--- config.mk ---
export PLATFORM = sky130hd
export DESIGN_NAME = axi_dma_wdata
export DESIGN_NICKNAME = d
export VERILOG_FILES = /design/src/rtl/axi_dma_wdata.sv
export SDC_FILE = /design/constraint.sdc
export NUM_CORES = 1
export LEC_CHECK = 0
export ABC_AREA = 1
export CAP_MARGIN = 20
export CORE_ASPECT_RATIO = 1.25
export CORE_UTILIZATION = 47
export DETAILED_ROUTE_END_ITERATION = 8
export PLACE_DENSITY = 0.86
export SLEW_MARGIN = 20
export SYNTH_ARGS = -nofsm -noshare
export SYNTH_HDL_FRONTEND = slang
export SYNTH_SLANG_ARGS = --single-unit
--- constraint.sdc ---
create_clock -name clk -period 5.5 [get_ports clk]
set_input_delay 0.55 -clock clk [delete_from_list [all_inputs] [get_ports clk]]
set_output_delay 0.55 -clock clk [all_outputs]
set_load 0.05 [all_outputs]
--- src/rtl/axi_dma_wdata.sv ---
// AXI write-data channel engine for a DMA: queues burst lengths, emits W beats, tracks B responses.
// Optional AXI_DMA_WDATA_BRESP_CHK_EN also flags non-OKAY responses and unexpected BID.
module axi_dma_wdata #(
  parameter int AXI_DW     = 128,
  parameter int AXI_LW     = 8,
  parameter int AXI_IW     = 12,
  parameter int AXI_BRESPW = 2,
  parameter int AXI_WSTRBW = AXI_DW / 8,
  parameter int OD         = 4
) (
  input  logic                  clk,
  input  logic                  reset_n,
  input  logic                  desc_valid,
  input  logic [AXI_LW-1:0]     desc_len,
  output logic                  desc_ready,
  input  logic                  usr_wvalid,
  input  logic [AXI_DW-1:0]     usr_wdata,
  output logic                  usr_wready,
  output logic [AXI_DW-1:0]     axi_wdata,
  output logic [AXI_WSTRBW-1:0] axi_wstrb,
  output logic                  axi_wlast,
  output logic                  axi_wvalid,
  input  logic                  axi_wready,
  input  logic [AXI_IW-1:0]     axi_bid,
  input  logic [AXI_BRESPW-1:0] axi_bresp,
  input  logic                  axi_bvalid,
  output logic                  axi_bready,
  output logic                  w_idle,
  output logic                  w_err
);

  localparam int PW = $clog2(OD);
  localparam int CW = PW + 1;

  typedef enum logic {IDLE, DATA} state_t;

  state_t            state, state_nxt;
  logic [AXI_LW-1:0] fifo_mem [OD];
  logic [PW-1:0]     wr_ptr, rd_ptr;
  logic [CW-1:0]     fifo_cnt, b_pend;
  logic [AXI_LW-1:0] beat_cnt;
  logic [CW:0]       used;
  logic              fifo_empty, fifo_full, push, pop;
  logic              usr_acc, last_beat, w_hs_last, b_hs, err_set;

  assign fifo_empty = (fifo_cnt == '0);
  assign fifo_full  = (fifo_cnt == CW'(OD));
  assign push       = desc_valid & ~fifo_full;
  assign usr_wready = (state == DATA) & (~axi_wvalid | axi_wready);
  assign usr_acc    = usr_wvalid & usr_wready;
  assign last_beat  = (beat_cnt == '0);
  assign w_hs_last  = axi_wvalid & axi_wready & axi_wlast;
  assign b_hs       = axi_bvalid;
  assign axi_bready = 1'b1;

  // Queued descriptors, the burst being streamed and unanswered bursts all count toward OD.
  assign used       = (CW+1)'(fifo_cnt) + (CW+1)'(state == DATA) + (CW+1)'(b_pend);
  assign desc_ready = (used < (CW+1)'(OD));
  assign w_idle     = (state == IDLE) & fifo_empty & ~axi_wvalid & (b_pend == '0);

`ifdef AXI_DMA_WDATA_BRESP_CHK_EN
  assign err_set = (b_hs & ~w_hs_last & (b_pend == '0)) |
                   (b_hs & ((axi_bresp != '0) | (axi_bid != AXI_IW'(1))));
`else
  logic unused_bchan;
  assign unused_bchan = ^{axi_bid, axi_bresp};
  assign err_set      = b_hs & ~w_hs_last & (b_pend == '0);
`endif

  always_ff @(posedge clk or negedge reset_n) begin
    if (!reset_n) state <= IDLE;
    else          state <= state_nxt;
  end

  // The next descriptor is popped on the last beat itself so bursts run without a bubble.
  always_comb begin
    state_nxt = state;
    pop       = 1'b0;
    case (state)
      IDLE: if (!fifo_empty) begin
        pop       = 1'b1;
        state_nxt = DATA;
      end
      DATA: if (usr_acc && last_beat) begin
        if (!fifo_empty) pop       = 1'b1;
        else             state_nxt = IDLE;
      end
      default: state_nxt = IDLE;
    endcase
  end

  always_ff @(posedge clk) begin
    if (push) fifo_mem[wr_ptr] <= desc_len;
  end

  always_ff @(posedge clk or negedge reset_n) begin
    if (!reset_n) begin
      wr_ptr   <= '0;
      rd_ptr   <= '0;
      fifo_cnt <= '0;
      beat_cnt <= '0;
    end else begin
      if (push) wr_ptr <= wr_ptr + 1'b1;
      if (pop)  rd_ptr <= rd_ptr + 1'b1;
      if (push && !pop)      fifo_cnt <= fifo_cnt + 1'b1;
      else if (!push && pop) fifo_cnt <= fifo_cnt - 1'b1;
      if (pop)                         beat_cnt <= fifo_mem[rd_ptr];
      else if (usr_acc && !last_beat)  beat_cnt <= beat_cnt - 1'b1;
    end
  end

  always_ff @(posedge clk or negedge reset_n) begin
    if (!reset_n) begin
      axi_wdata  <= '0;
      axi_wstrb  <= '0;
      axi_wlast  <= 1'b0;
      axi_wvalid <= 1'b0;
    end else if (usr_acc) begin
      axi_wdata  <= usr_wdata;
      axi_wstrb  <= '1;
      axi_wlast  <= last_beat;
      axi_wvalid <= 1'b1;
    end else if (axi_wready) begin
      axi_wvalid <= 1'b0;
    end
  end

  // A stray B with nothing outstanding is an error and must not underflow the counter.
  always_ff @(posedge clk or negedge reset_n) begin
    if (!reset_n) begin
      b_pend <= '0;
      w_err  <= 1'b0;
    end else begin
      if (w_hs_last && !b_hs)                   b_pend <= b_pend + 1'b1;
      else if (!w_hs_last && b_hs && b_pend != '0) b_pend <= b_pend - 1'b1;
      if (err_set) w_err <= 1'b1;
    end
  end

endmodule

# --- Yosys cells after proc, flatten, opt, wreduce, memory -nomap -nowiden ---
# Memory sizes are Yosys's and may differ from the RTL's.
# Cells that the tools add are included.
totals:
  ff_bits: 151
  ramBits: 32
  input_bits: 156
  out_inout_bits: 151
  word_cells: 73
  memories: 1
memory_table:
  columns: ["memory", "depth", "width", "read_ports", "rd_clocked_by_memory_dff", "wr", "line", "source"]
  rows:
  - ["fifo_mem", 4, 8, 1, 0, 1, "38", "logic [AXI_LW-1:0] fifo_mem [OD];"]
op_classes:
  addsub: 9
  magnitude_cmp: 1
  n_eq_ne: 1
  mux: 15
  n_bitwise: 15
  n_reduce_logical: 20
ops:
  columns: ["op", "n"]
  rows:
  - ["8-bit 2-to-1 mux", 2]
  - ["3-bit 2-to-1 mux", 4]
  - ["1-bit AND", 10]
  - ["8-bit zero test", 1]
  - ["2-bit nonzero test", 4]
  - ["8-bit by 1-bit subtractor with 8-bit output (second input constant)", 1]
  - ["1-bit logical AND", 7]
  - ["1-bit 2-to-1 mux", 7]
  - ["3-bit by 1-bit adder with 3-bit output (second input constant)", 2]
  - ["3-bit zero test", 2]
  - ["3-bit by 1-bit subtractor with 3-bit output (second input constant)", 2]
  - ["1-bit zero test", 5]
  - ["2-bit by 1-bit adder with 2-bit output (second input constant)", 2]
  - ["3-bit by 1-bit adder with 4-bit output", 1]
  - ["4-bit by 3-bit adder with 4-bit output", 1]
  - ["4-bit by 3-bit < comparator with 1-bit output (second input constant)", 1]
  - ["1-bit NOT", 4]
  - ["1-bit one-hot mux with 2 select lines", 2]
  - ["3-bit equality test (second input constant)", 1]
  - ["3-bit nonzero test", 1]
  - ["1-bit OR", 1]

# --- Longest topological paths before layout ---
logic_depth:
  depth_word: 10
  ltp_mapped: 14

# --- Worst setup path before layout ---
# No wires, ideal clock.
synth_path:
  path_type: "reg-to-output"
  startpoint: "register fifo_cnt[0]"
  endpoint: "output port w_idle"
  arrival_ns: 2.404
  required_ns: 4.950
  setup_slack_ns: 2.546
  path_stages_with_launch: 5
  cell_sequence: "dfrtp_1 nor3_1 inv_1 buf_2 nor4_1"
synth_between:
  elab_chain_cells: 4
synth_lines:
  columns: ["item", "line", "source"]
  rows:
  - ["from (decl)", "40", "logic [CW-1:0] fifo_cnt, b_pend;"]
  - ["from (signal assigned)", "105", "if (push && !pop) fifo_cnt <= fifo_cnt + 1'b1;"]
  - ["from (signal assigned)", "106", "else if (!push && pop) fifo_cnt <= fifo_cnt - 1'b1;"]
  - ["3-bit zero test", "46", "assign fifo_empty = (fifo_cnt == '0);"]
  - ["1-bit AND (3 in series)", "59", "assign w_idle = (state == IDLE) & fifo_empty & ~axi_wvalid & (b_pend == '0);"]
  - ["to (decl)", "28", "output logic w_idle,"]
# Every way passes these cells.

# --- Worst setup path in the final report ---
layout_path:
  startpoint: "register fifo_cnt[0]"
  endpoint: "output port desc_ready"
layout_between:
  elab_chain_cells: 3
layout_lines:
  columns: ["item", "line", "source"]
  rows:
  - ["3-bit by 1-bit adder with 4-bit output", "57", "assign used = (CW+1)'(fifo_cnt) + (CW+1)'(state == DATA) + (CW+1)'(b_pend);"]
  - ["4-bit by 3-bit adder with 4-bit output", "57", null]
  - ["4-bit by 3-bit < comparator with 1-bit output", "58", "assign desc_ready = (used < (CW+1)'(OD));"]
  - ["to (decl)", "15", "output logic desc_ready,"]
# Every way passes these cells.

==> impl.org <==
** Synthesis
- In the synthesized netlist the dominant register cell turns out to be sky130_fd_sc_hd__dfrtp_1.
- In this run, synthesis produced a sequential element count of 183.
- Synthesized instance count :: 815
- Counting every net in the synthesized netlist gives 982.
- The synthesized netlist occupies a cell area of 7570 um^2.
- Each instance of the synthesized netlist takes up on average 9.28 um^2.
- Share of the yosys chip area belonging to registers :: 62.6%
- Total number of yosys warnings :: 0
- After synthesis, the netlist uses 34 different library cells.
- The synthesized design contains 32 enable-type register cells.
- Share of synthesized flip-flops with an asynchronous set or reset :: 82.5%

** Clock network
- The longest clock path from root to sink contains 2 buffers.
- Post-CTS timing repair inserted 0 buffers for setup.
- Post-CTS resize count :: 0
- Buffers inserted during clock tree synthesis total 17.
- CTS Hold Bufs :: 0
- Clock input transition at the sequential cells of the worst setup and hold paths :: 70 ps
- TritonCTS built the clock tree.
- Clock tree synthesis selected as its root buffer the cell sky130_fd_sc_hd__clkbuf_16.
- Clock latency reported for the late side of the worst-skew pair :: 440 ps
- Clock sinks :: 183
- Number of H-tree branching levels :: 4

** Finish
- Leaving out filler cells and counting taps, the final layout contains 1302.
- Share of final-layout standard cells stronger than drive strength 1 :: 4.78%
- Leaving out fill and tap cells, the most frequent cell in the layout is sky130_fd_sc_hd__nand2_1.
- Final Net Count :: 1243
- Core occupancy in the finished layout :: 70.8%
- Relative to the synthesized area, the layout overhead comes to 46.3%.
- Cell area after layout :: 11100 um^2
- Total of fill cells in the finished design :: 1103
- Commonest cells after routing, fill and taps aside :: sky130_fd_sc_hd__nand2_1 (426), sky130_fd_sc_hd__clkdlybuf4s50_1 (290), sky130_fd_sc_hd__dfrtp_1 (151)

** Route
- Drt initial violations :: 352
- Using the TritonRoute via totals, the vias-per-cell ratio works out to 4.88.
- Number of detailed-routing iterations run before antenna repair :: 5
- Met3 WL post-DR :: 2020 um
- In this run the remaining antenna-violating nets after routing total 0.
- Dividing the detail-routed wire length by the instance count gives 16.4 um.
- Total wire length :: 21300 um
- For this run, design rule violations remaining after detail routing come to 0.
- The final route contains 6356 vias.
- Wire length on met1 :: 7270 um
- Routed met2 length :: 11100 um
- The highest layer touched by signal routing is met4.

** Timing
- In this run the tightest slew margin relative to its limit is 28.6%.
- Sum of negative setup slack :: 0 ps
- For the pin with the worst max-slew slack, the measured transition is 1070 ps.
- Setup violations remaining at the end of the flow were counted as 0.
- Dividing the final minimum period by the clock period gives 58.2%.
- Timing would allow up to 312 MHz.
- Setup repair after global routing left no endpoint under its margin.
- Final hold violation count :: 0
- Counting I/O delays and the setup requirement, the final critical path takes 3200 ps.
- Clock Skew :: 12.3 ps
- The final number of max-transition violations came to 0.

** Placement
- Area after detailed placement :: 10400 um^2
- Cell count after placement :: 1269
- Count of input and output buffers :: 291
- Once detailed placement completed, the half-perimeter wirelength came to 15100 um.
- The congestion estimate from routability-driven global placement came to 0.797.

** GRT
- The initial antenna violation count is 1.
- Total congestion overflow after global routing :: 0
- Largest net degree at the start of global routing :: 107
- The first global-routing pass estimated 32500 um of wire.
- Total global-route track usage :: 26.4%
- Number of global-route vias before repair :: 6392

** Outcome
- The flow ran to the end, and the final reports show no timing, DRC or antenna violations.

** Die
- 307 I/O pins were placed.
- The die covers 16600 um^2.
- Num rows :: 51
- The total area inside the core boundary comes to 15600 um^2.
- The die is 115 um wide.
- Once the floorplan was initialized, standard cells occupied 48.4% of the core.
- The die is 144 um tall.

** Worst setup path
- STA puts the critical path data arrival time at 2650 ps.
- The worst setup path is launched from a register.
- Path type of the worst setup path :: register to primary output
- Maximum fanout encountered on the critical timing path :: 5
- STA puts the critical path data required time at 4950 ps.
- The signal on the critical path passes through ha_1, a21oi_1, nor2_1, nor4_1, clkdlybuf4s50_1.
- Highest-delay cell along the critical path :: sky130_fd_sc_hd__clkdlybuf4s50_1
- Largest stage delay, worst path :: 930 ps
- Worst setup EP type :: primary output

** Pwr
- PnR Total Power :: 4550 uW
- Static leakage power :: 0.00522 uW
- P per Cell Area :: 411 nW/um^2
- IR analysis of the VDD net gives a maximum drop of 0.000225 V.

** Job
- Max-cap violations in this run came to 0.

** Hold path
- In this run the worst hold path is classified as input port to async pin.
[registers in the layout, indices dropped and copies added, names as in the netlist]
| signal | cells |
|---|---|
| beat_cnt | 8 |
| axi_wlast | 1 |
| rd_ptr | 2 |
| fifo_cnt | 3 |
| state | 1 |
| axi_wvalid | 1 |
| axi_wstrb | 1 |
| wr_ptr | 2 |
| w_err | 1 |
| fifo_mem | 32 |
| axi_wdata | 128 |
| b_pend | 3 |
[worst max-delay path: cells and delay by family, from the launching register on]
family                   cells  cell delay, ps
adder cells (fa/ha/maj)      1             320
AO/OA/AOI/OAI                1             150
AND/OR/NAND/NOR              2             350
flip-flops                   1             470
buffers and inverters        1             930
[metal layers]
layer / vias up / GRT usage (%)
li1: 3033 / -
met1: 2999 / 27.2
met3: 56 / 10.6
met5: - / 0
met2: 268 / 46.2
met4: 0 / 13.3
[where the power goes]
| group | total [uW] | internal [uW] | switching (uW) |
|---|---|---|---|
| Clock | 1260 | 740 | 523 |
| Combinational | 1500 | 515 | 984 |
| Sequential | 1780 | 1620 | 162 |
| Total | 4550 | 2880 | 1670 |
[path summary, 6_finish.rpt]
check	slack, ps	cells after the start	startpoint	to
worst max-delay path	2300	5	fifo_cnt[0]$_DFFE_PN0P_	desc_ready
worst min-delay path	200	1	reset_n	axi_wdata[104]$_DFFE_PN0P_
worst max register to register	2650	10	axi_wvalid$_DFFE_PN0P_	fifo_cnt[1]$_DFFE_PN0P_
worst min register to register	470	2	axi_wdata[12]$_DFFE_PN0P_	axi_wdata[12]$_DFFE_PN0P_
max in group asynchronous	4030	2	reset_n	axi_wdata[61]$_DFFE_PN0P_
min in group clk	470	2	axi_wdata[12]$_DFFE_PN0P_	axi_wdata[12]$_DFFE_PN0P_
[per-stage QoR]
step | hold WS [ps] | worst slack (ps)
final | 198 | 2300
after global routing | 268 | 2150
after CTS | 230 | 2290
after detailed placement | 458 | 2010
after global placement | 453 | 2100
after floorplan | 254 | 2550
[cells by family (layout without fill, tap and decap cells)]
family          count (synthesis)  after routing  share of synthesized area [%]
buf+inv                        77            351                           5.67
fa+ha+maj                      11             11                           2.02
flops                         183            183                           62.6
mux                             1              1                          0.149
other cells                     1              2                         0.0496
compound gates                 29             29                           2.27
xor+xnor                       11             11                           1.27
simple gates                  502            502                           25.9
[cell usage after synthesis, drive strengths merged, types with 2 or more instances]
library cell	n	area (um^2)
xnor2	4	35.0
nand2	429	1620
clkbuf	2	7.51
edfxtp	32	961
nand3	22	120
xor2	7	61.3
buf	50	328
nor2	44	178
inv	25	93.8
o21ai	22	121
nor4	2	12.5
fa	2	40.0
dfrtp	151	3780
a21oi	2	10.0
nand4	3	18.8
ha	9	113
o22ai	2	12.5
[cell type report]
class                   count  area [um^2]  share of cell area (%)
multi-input cells         555         2400                    21.7
well taps                 212          265                    2.40
clock inverters            11          138                    1.24
flip-flops and latches    183         4740                    42.8
diodes                      1         2.50                  0.0226
inverters                  25         96.3                   0.870
repair buffers            294         2940                    26.5
clock buffers              21          492                    4.44
(Power assumes the default switching activity.)
